## src/rtl/bin2seg_digits.sv

```systemverilog
// ============================================================================
// Module   : bin2seg_digits
// Function : binary -> three 7-segment digits via iterative double dabble
// Revision : 1.0
// ============================================================================
`default_nettype none

module bin2seg_digits #(
    parameter int IN_W = 10,
    parameter bit LZB  = 1'b1
) (
    input  logic            clk,
    input  logic            rstb,
    input  logic            start,
    input  logic [IN_W-1:0] bin_in,
    output logic            busy,
    output logic            done,
    output logic            ovf,
    output logic [11:0]     bcd,
    output logic [6:0]      hundreds,
    output logic [6:0]      tens,
    output logic [6:0]      ones
);

    localparam logic [3:0]  c_LAST = 4'(IN_W - 1);
    localparam logic [6:0]  c_DASH = 7'b0000001;
    localparam logic [6:0]  c_BLNK = 7'b0000000;

    typedef enum logic [1:0] {
        S_IDLE = 2'd0,
        S_CONV = 2'd1,
        S_ENC  = 2'd2
    } state_t;

    state_t            r_state;
    state_t            w_state_nxt;
    logic [IN_W-1:0]   r_shreg;
    logic [11:0]       r_acc;
    logic [3:0]        r_cnt;
    logic              r_ovf_nxt;
    logic              w_ovf_in;
    logic [10:0]       w_adj;

    logic              r_done;
    logic              r_ovf;
    logic [11:0]       r_bcd;
    logic [6:0]        r_seg_h;
    logic [6:0]        r_seg_t;
    logic [6:0]        r_seg_o;

    logic [3:0]        w_h;
    logic [3:0]        w_t;
    logic [3:0]        w_o;
    logic              w_blank_h;
    logic              w_blank_t;
    logic [6:0]        w_seg_h;
    logic [6:0]        w_seg_t;
    logic [6:0]        w_seg_o;

    function automatic logic [6:0] f_seg(input logic [3:0] d);
        logic [6:0] s;
        case (d)
            4'd0:    s = 7'b1111110;
            4'd1:    s = 7'b0110000;
            4'd2:    s = 7'b1101101;
            4'd3:    s = 7'b1111001;
            4'd4:    s = 7'b0110011;
            4'd5:    s = 7'b1011011;
            4'd6:    s = 7'b1011111;
            4'd7:    s = 7'b1110000;
            4'd8:    s = 7'b1111111;
            4'd9:    s = 7'b1111011;
            default: s = 7'b0000000;
        endcase
        return s;
    endfunction

    assign w_ovf_in = (32'(bin_in) > 32'd999);

    // Add-3 correction on tens/ones nibbles before each shift.
    for (genvar gi = 0; gi < 2; gi++) begin : g_adj
        assign w_adj[4*gi +: 4] = (r_acc[4*gi +: 4] >= 4'd5) ?
                                  r_acc[4*gi +: 4] + 4'd3 : r_acc[4*gi +: 4];
    end

    // Only the low three hundreds bits survive the shift; the thousands carry is dropped.
    assign w_adj[10:8] = (r_acc[11:8] >= 4'd5) ? r_acc[10:8] + 3'd3 : r_acc[10:8];

    always_comb begin
        w_state_nxt = r_state;
        case (r_state)
            S_IDLE:  if (start) w_state_nxt = S_CONV;
            S_CONV:  if (r_cnt == c_LAST) w_state_nxt = S_ENC;
            S_ENC:   w_state_nxt = S_IDLE;
            default: w_state_nxt = S_IDLE;
        endcase
    end

    always_ff @(posedge clk) begin
        if (!rstb) begin
            r_state <= S_IDLE;
        end else begin
            r_state <= w_state_nxt;
        end
    end

    always_ff @(posedge clk) begin
        if (!rstb) begin
            r_shreg   <= '0;
            r_acc     <= '0;
            r_cnt     <= '0;
            r_ovf_nxt <= 1'b0;
        end else begin
            case (r_state)
                S_IDLE: begin
                    if (start) begin
                        r_shreg   <= bin_in;
                        r_acc     <= '0;
                        r_cnt     <= '0;
                        r_ovf_nxt <= w_ovf_in;
                    end
                end
                S_CONV: begin
                    r_acc   <= {w_adj, r_shreg[IN_W-1]};
                    r_shreg <= r_shreg << 1;
                    r_cnt   <= r_cnt + 4'd1;
                end
                default: begin
                end
            endcase
        end
    end

    assign w_h       = r_acc[11:8];
    assign w_t       = r_acc[7:4];
    assign w_o       = r_acc[3:0];
    assign w_blank_h = LZB && (w_h == 4'd0);
    assign w_blank_t = LZB && (w_h == 4'd0) && (w_t == 4'd0);

    always_comb begin
        w_seg_h = w_blank_h ? c_BLNK : f_seg(w_h);
        w_seg_t = w_blank_t ? c_BLNK : f_seg(w_t);
        w_seg_o = f_seg(w_o);
        if (r_ovf_nxt) begin
            w_seg_h = c_DASH;
            w_seg_t = c_DASH;
            w_seg_o = c_DASH;
        end
    end

    always_ff @(posedge clk) begin
        if (!rstb) begin
            r_done  <= 1'b0;
            r_ovf   <= 1'b0;
            r_bcd   <= '0;
            r_seg_h <= c_BLNK;
            r_seg_t <= c_BLNK;
            r_seg_o <= c_BLNK;
        end else begin
            r_done <= 1'b0;
            if (r_state == S_ENC) begin
                r_done  <= 1'b1;
                r_ovf   <= r_ovf_nxt;
                r_bcd   <= r_ovf_nxt ? 12'h999 : r_acc;
                r_seg_h <= w_seg_h;
                r_seg_t <= w_seg_t;
                r_seg_o <= w_seg_o;
            end
        end
    end

    assign busy     = (r_state != S_IDLE);
    assign done     = r_done;
    assign ovf      = r_ovf;
    assign bcd      = r_bcd;
    assign hundreds = r_seg_h;
    assign tens     = r_seg_t;
    assign ones     = r_seg_o;

endmodule

`default_nettype wire

```

## config.mk

```make
export PLATFORM = sky130hd
export DESIGN_NAME = bin2seg_digits
export DESIGN_NICKNAME = d
export VERILOG_FILES = /design/src/rtl/bin2seg_digits.sv
export SDC_FILE = /design/constraint.sdc
export NUM_CORES = 1
export LEC_CHECK = 0
export ABC_AREA = 1
export CORE_ASPECT_RATIO = 1.25
export CORE_UTILIZATION = 40
export CTS_CLUSTER_SIZE = 24
export DETAILED_ROUTE_END_ITERATION = 10
export PLACE_DENSITY_LB_ADDON = 0.12
export REMOVE_ABC_BUFFERS = 1
export SETUP_SLACK_MARGIN = 0.5
export SLEW_MARGIN = 20
export SYNTH_ARGS = -nofsm -noshare
export SYNTH_HDL_FRONTEND = slang
export SYNTH_SLANG_ARGS = --single-unit
```

## constraint.sdc

```tcl
create_clock -name clk -period 3 [get_ports clk]
set_clock_uncertainty 0.1 [all_clocks]
set_input_delay 0.75 -clock clk [delete_from_list [all_inputs] [get_ports clk]]
set_output_delay 0.75 -clock clk [all_outputs]
set_load 0.1 [all_outputs]
```

# ---- Yosys cells after proc, flatten, opt, wreduce, memory -nomap -nowiden
# Memory sizes are Yosys's and may differ from the RTL's. A register that Yosys moved wholly into a read port is not among the register bits.
# Cells that the tools add are included.
dict set report totals {
  inputBits 13
  memories 3
  romBits 336
  output_inout_bits 36
  ff_bits 64
}
dict set report classes {
  muxes 25
  n_reduce_logical 9
  order_cmp 4
  addsub 4
  eq_ne 5
}
# memory depth word_bits rd rd_clocked_by_memory_dff write_ports line
set memory_table {}
lappend memory_table {{(name not given)} 16 7 1 1 0 62} ;# case (d)
lappend memory_table {{(name not given)} 16 7 1 1 0 62}
lappend memory_table {{(name not given)} 16 7 1 1 0 62}
# op count
set ops {}
lappend ops {{$mux 4} 9}
lappend ops {{$mux 7} 5}
lappend ops {{$mux 12} 2}
lappend ops {{$pmux 12 s2} 1}
lappend ops {{$pmux 10 s2} 1}
lappend ops {{$ge 4x3->1 const B} 3}
lappend ops {{$gt 10x10->1 const B} 1}
lappend ops {{$mux 10} 1}
lappend ops {{$add 4x2->4 const B} 2}
lappend ops {{$logic_not 4->1} 2}
lappend ops {{$pmux 4 s2} 1}
lappend ops {{$reduce_and 2->1} 3}
lappend ops {{$add 4x1->4 const B} 1}
lappend ops {{$eq 4x4->1 const B} 1}
lappend ops {{$mux 2} 2}
lappend ops {{$ne 2x2->1 const B} 2}
lappend ops {{$pmux 2 s2} 1}
lappend ops {{$reduce_bool 2->1} 2}
lappend ops {{$add 3x2->3 const B} 1}
lappend ops {{$mux 3} 1}
lappend ops {{$eq 2x1->1 const B} 1}
lappend ops {{$eq 2x2->1 const B} 1}
lappend ops {{$logic_not 2->1} 1}
lappend ops {{$logic_and 1x1->1} 1}
lappend ops {{$mux 1} 1}

# ---- Depth between registers and ports, before layout
dict set report depth {
  word_depth 5
  depth_mapped 15
}

# ---- Least setup slack after synthesis
# OpenSTA, ideal clock, no wires.
dict set report synth_path {
  kind {input to register}
  start {input port rstb}
  end {register (tool-made name)}
  setup_ns 0.117
  path_slack_ns 0.712
  n_path_buf 1
  cell_stages 10
  arrival_ns 2.071
  required_time_ns 2.783
  path_cell_list {buf_4 > inv_4 > nor2_8 > inv_4 > o21ai_2 > inv_1 > ha_1 > nand3b_1 > nand2_1 > nand2_1}
}
# element line
set synth_lines {}
lappend synth_lines {{start, declared} 13} ;# input logic rstb,

==> impl_metrics.yaml <==
outcome:
  status: "complete, no violations"
synthesis:
  ys_warn_count: 0
  ys_types: 36
  syn_inst: 499
  avgSynthCellArea_um2: 7.94
  yosysSeqAreaShare_pct: 43.0
  synthesis.area_um2: 3960
  async_flop_share_pct: 0
  synth_top_area_share_pct: 43.0
  synth.top_cells.by_count: "nand2_1, dfxtp_1, nand3_1, inv_1, o21ai_0"
  ys.flop_type: "dfxtp_1"
  yosys.area.top_type: "dfxtp_1"
  yosys-top-cells-area: "dfxtp_1, nand2_1, ha_1, nand3_1, o21ai_0"
  post-synth-top-count-cell: "nand2_1"
  synth_edf_count: 0
  synth-seq-cells: 85
worst_setup_path:
  crit_required_ps: 3180
  crit_fanout: 10
  r2r-start: "r_acc[5]"
  arrival_ps: 2500
  setup.worst_path.class: "in -> reg"
  crit_start: "start"
  end_kind: "flip-flop"
  startpoint_type: "input port"
grt:
  grt_max_degree: 54
  grt_overflow_total: 0
  antenna_found_initial: 0
  grt_usage_pct: 18.3
  first_global_vias: 3212
  grt_pass1_wl_um: 15000
power:
  p_per_area_nw_per_um2: 487
  ir_drop_v: 0.000271
  p_leak_nw: 2.18
placed_design:
  io_buffers: 48
  dp_hpwl_um: 6100
  gp_congestion: 0.825
clock_tree:
  clockRootBuffer: "clkbuf_16"
  cts_sinks: 85
  cts_tree: "built"
  clk_latency_ps: 340
  numCtsBuffers: 9
  cts_max_level: 3
  clockBufferDepth: 2
  clk_pin_slew_worst_paths_ps: 60
  post_cts_buffers: 0
finish:
  area_delta_synth_final_pct: 20.1
  layout.nets: 587
  final_core_util_pct: 49.5
  n_antenna_cell: 0
  fillers: 951
  drive_above_1_share_pct: 16.8
floorplan:
  die_h_um: 113
  dieArea_um2: 10300
  start_util_pct: 41.2
  std_cell_rows: 40
  io_pins: 49
  dieWidth_um: 91.0
  core_um2: 9610
timing:
  fin_crit_ps: 2320
  rsz0062_at_grt: "no"
  worst_slew_pin_slew_ps: 656
  fmax_mhz: 430
  slew_viol_final: 0
  hold_viol_final: 0
  finalSetupTns_ps: 0
  finalSetupViolCount: 0
  fin_crit_sh_pct: 77.5
  maxSlewHeadroom_pct: 56.3
drt:
  dr.first_iter.drc_count: 190
  firstDrtPassIters: 4
  num_vias: 3358
  wirelength_um: 8670
  drc: 0
  wire_per_inst_um: 12.8
  via_per_inst: 4.97
  antenna_left: 0
run:
  max-cap-violations: 0
hold_path:
  hold_class: "reg -> reg"
-- area by class of cell --
type	instances	area, um^2	share of cell area (%)
multi-input cells	349	2010	42.2
flip-flops and latches	85	1700	35.8
repair buffers	55	438	9.21
clock buffers	10	229	4.81
inverters	47	184	3.87
well taps	126	158	3.31
clock inverters	3	40.0	0.842
-- repair_timing --
| action | 4_1_cts | 5_1_grt |
|---|---|---|
| resized for setup | 0 | 7 |
| hold buffers | 0 | 0 |
| endpoints found under the setup margin | 0 | 12 |
-- worst max-delay path, stage by stage --
cell             delay, ps
clkdlybuf4s50_1        410
nand2_2                130
nand2_8                 80
nor2_8                 100
inv_4                  100
o21ai_4                200
inv_2                   90
ha_1                   260
nand3b_1               170
nand2_1                100
nand2_1                 50
nand2_1                 50
-- final timing paths --
kind	slack, ps	depth (start not counted)	to
max	680	12	flip-flop
min	350	2	ones[0]
max reg2reg	760	13	flip-flop
min reg2reg	350	2	ones[0]
-- stage by stage --
stage | cells | instance area (um^2) | setup slack (ps) | power (mW) | hold slack, ps
finish | 675 | 4760 | 676 | 2.32 | 345
global route | 675 | 4760 | 533 | 2.40 | 361
CTS | 675 | 4740 | 577 | 2.34 | 340
detailed placement | 662 | 4470 | 227 | 1.30 | 332
global placement | 662 | 4470 | 292 | 1.30 | 326
floorplan | 481 | 3870 | 800 | 1.24 | 312
-- kinds of logic (layout without fill, tap and decap cells) --
kind of cell	Yosys count	count (layout)	share of synthesized area (%)
compound gates	68	68	10.6
xor+xnor	1	1	0.221
flops	85	85	43.0
simple gates	253	253	30.8
buf+inv	65	115	6.89
fa+ha+maj	27	27	8.53
-- layer usage --
layer / track usage (%) / wire, um
met1: 21.4 / 3960
met2: 31.7 / 4180
met3: 3.56 / 312
met4: 9.31 / 210
met5: 0 / 0
-- power breakdown --
group | internal [mW] | leakage, nW | switching (mW) | total [mW]
Clock | 0.628 | 0.134 | 0.412 | 1.04
Sequential | 1.14 | 0.688 | 0.00846 | 1.15
Combinational | 0.0404 | 1.36 | 0.0864 | 0.127
-- cell usage in the layout (no fill, tap or decap), types with 6 or more instances in the layout --
| cell | count |
|---|---|
| nand3b_1 | 12 |
| inv_2 | 7 |
| ha_1 | 27 |
| nand3_1 | 65 |
| nand2_1 | 145 |
| clkbuf_16 | 9 |
| nand4_1 | 7 |
| clkdlybuf4s50_1 | 11 |
| nor2_1 | 6 |
| o21ai_0 | 30 |
| dfxtp_1 | 84 |
| buf_4 | 43 |
| a31oi_1 | 13 |
| inv_1 | 37 |
(Power assumes the default switching activity.)
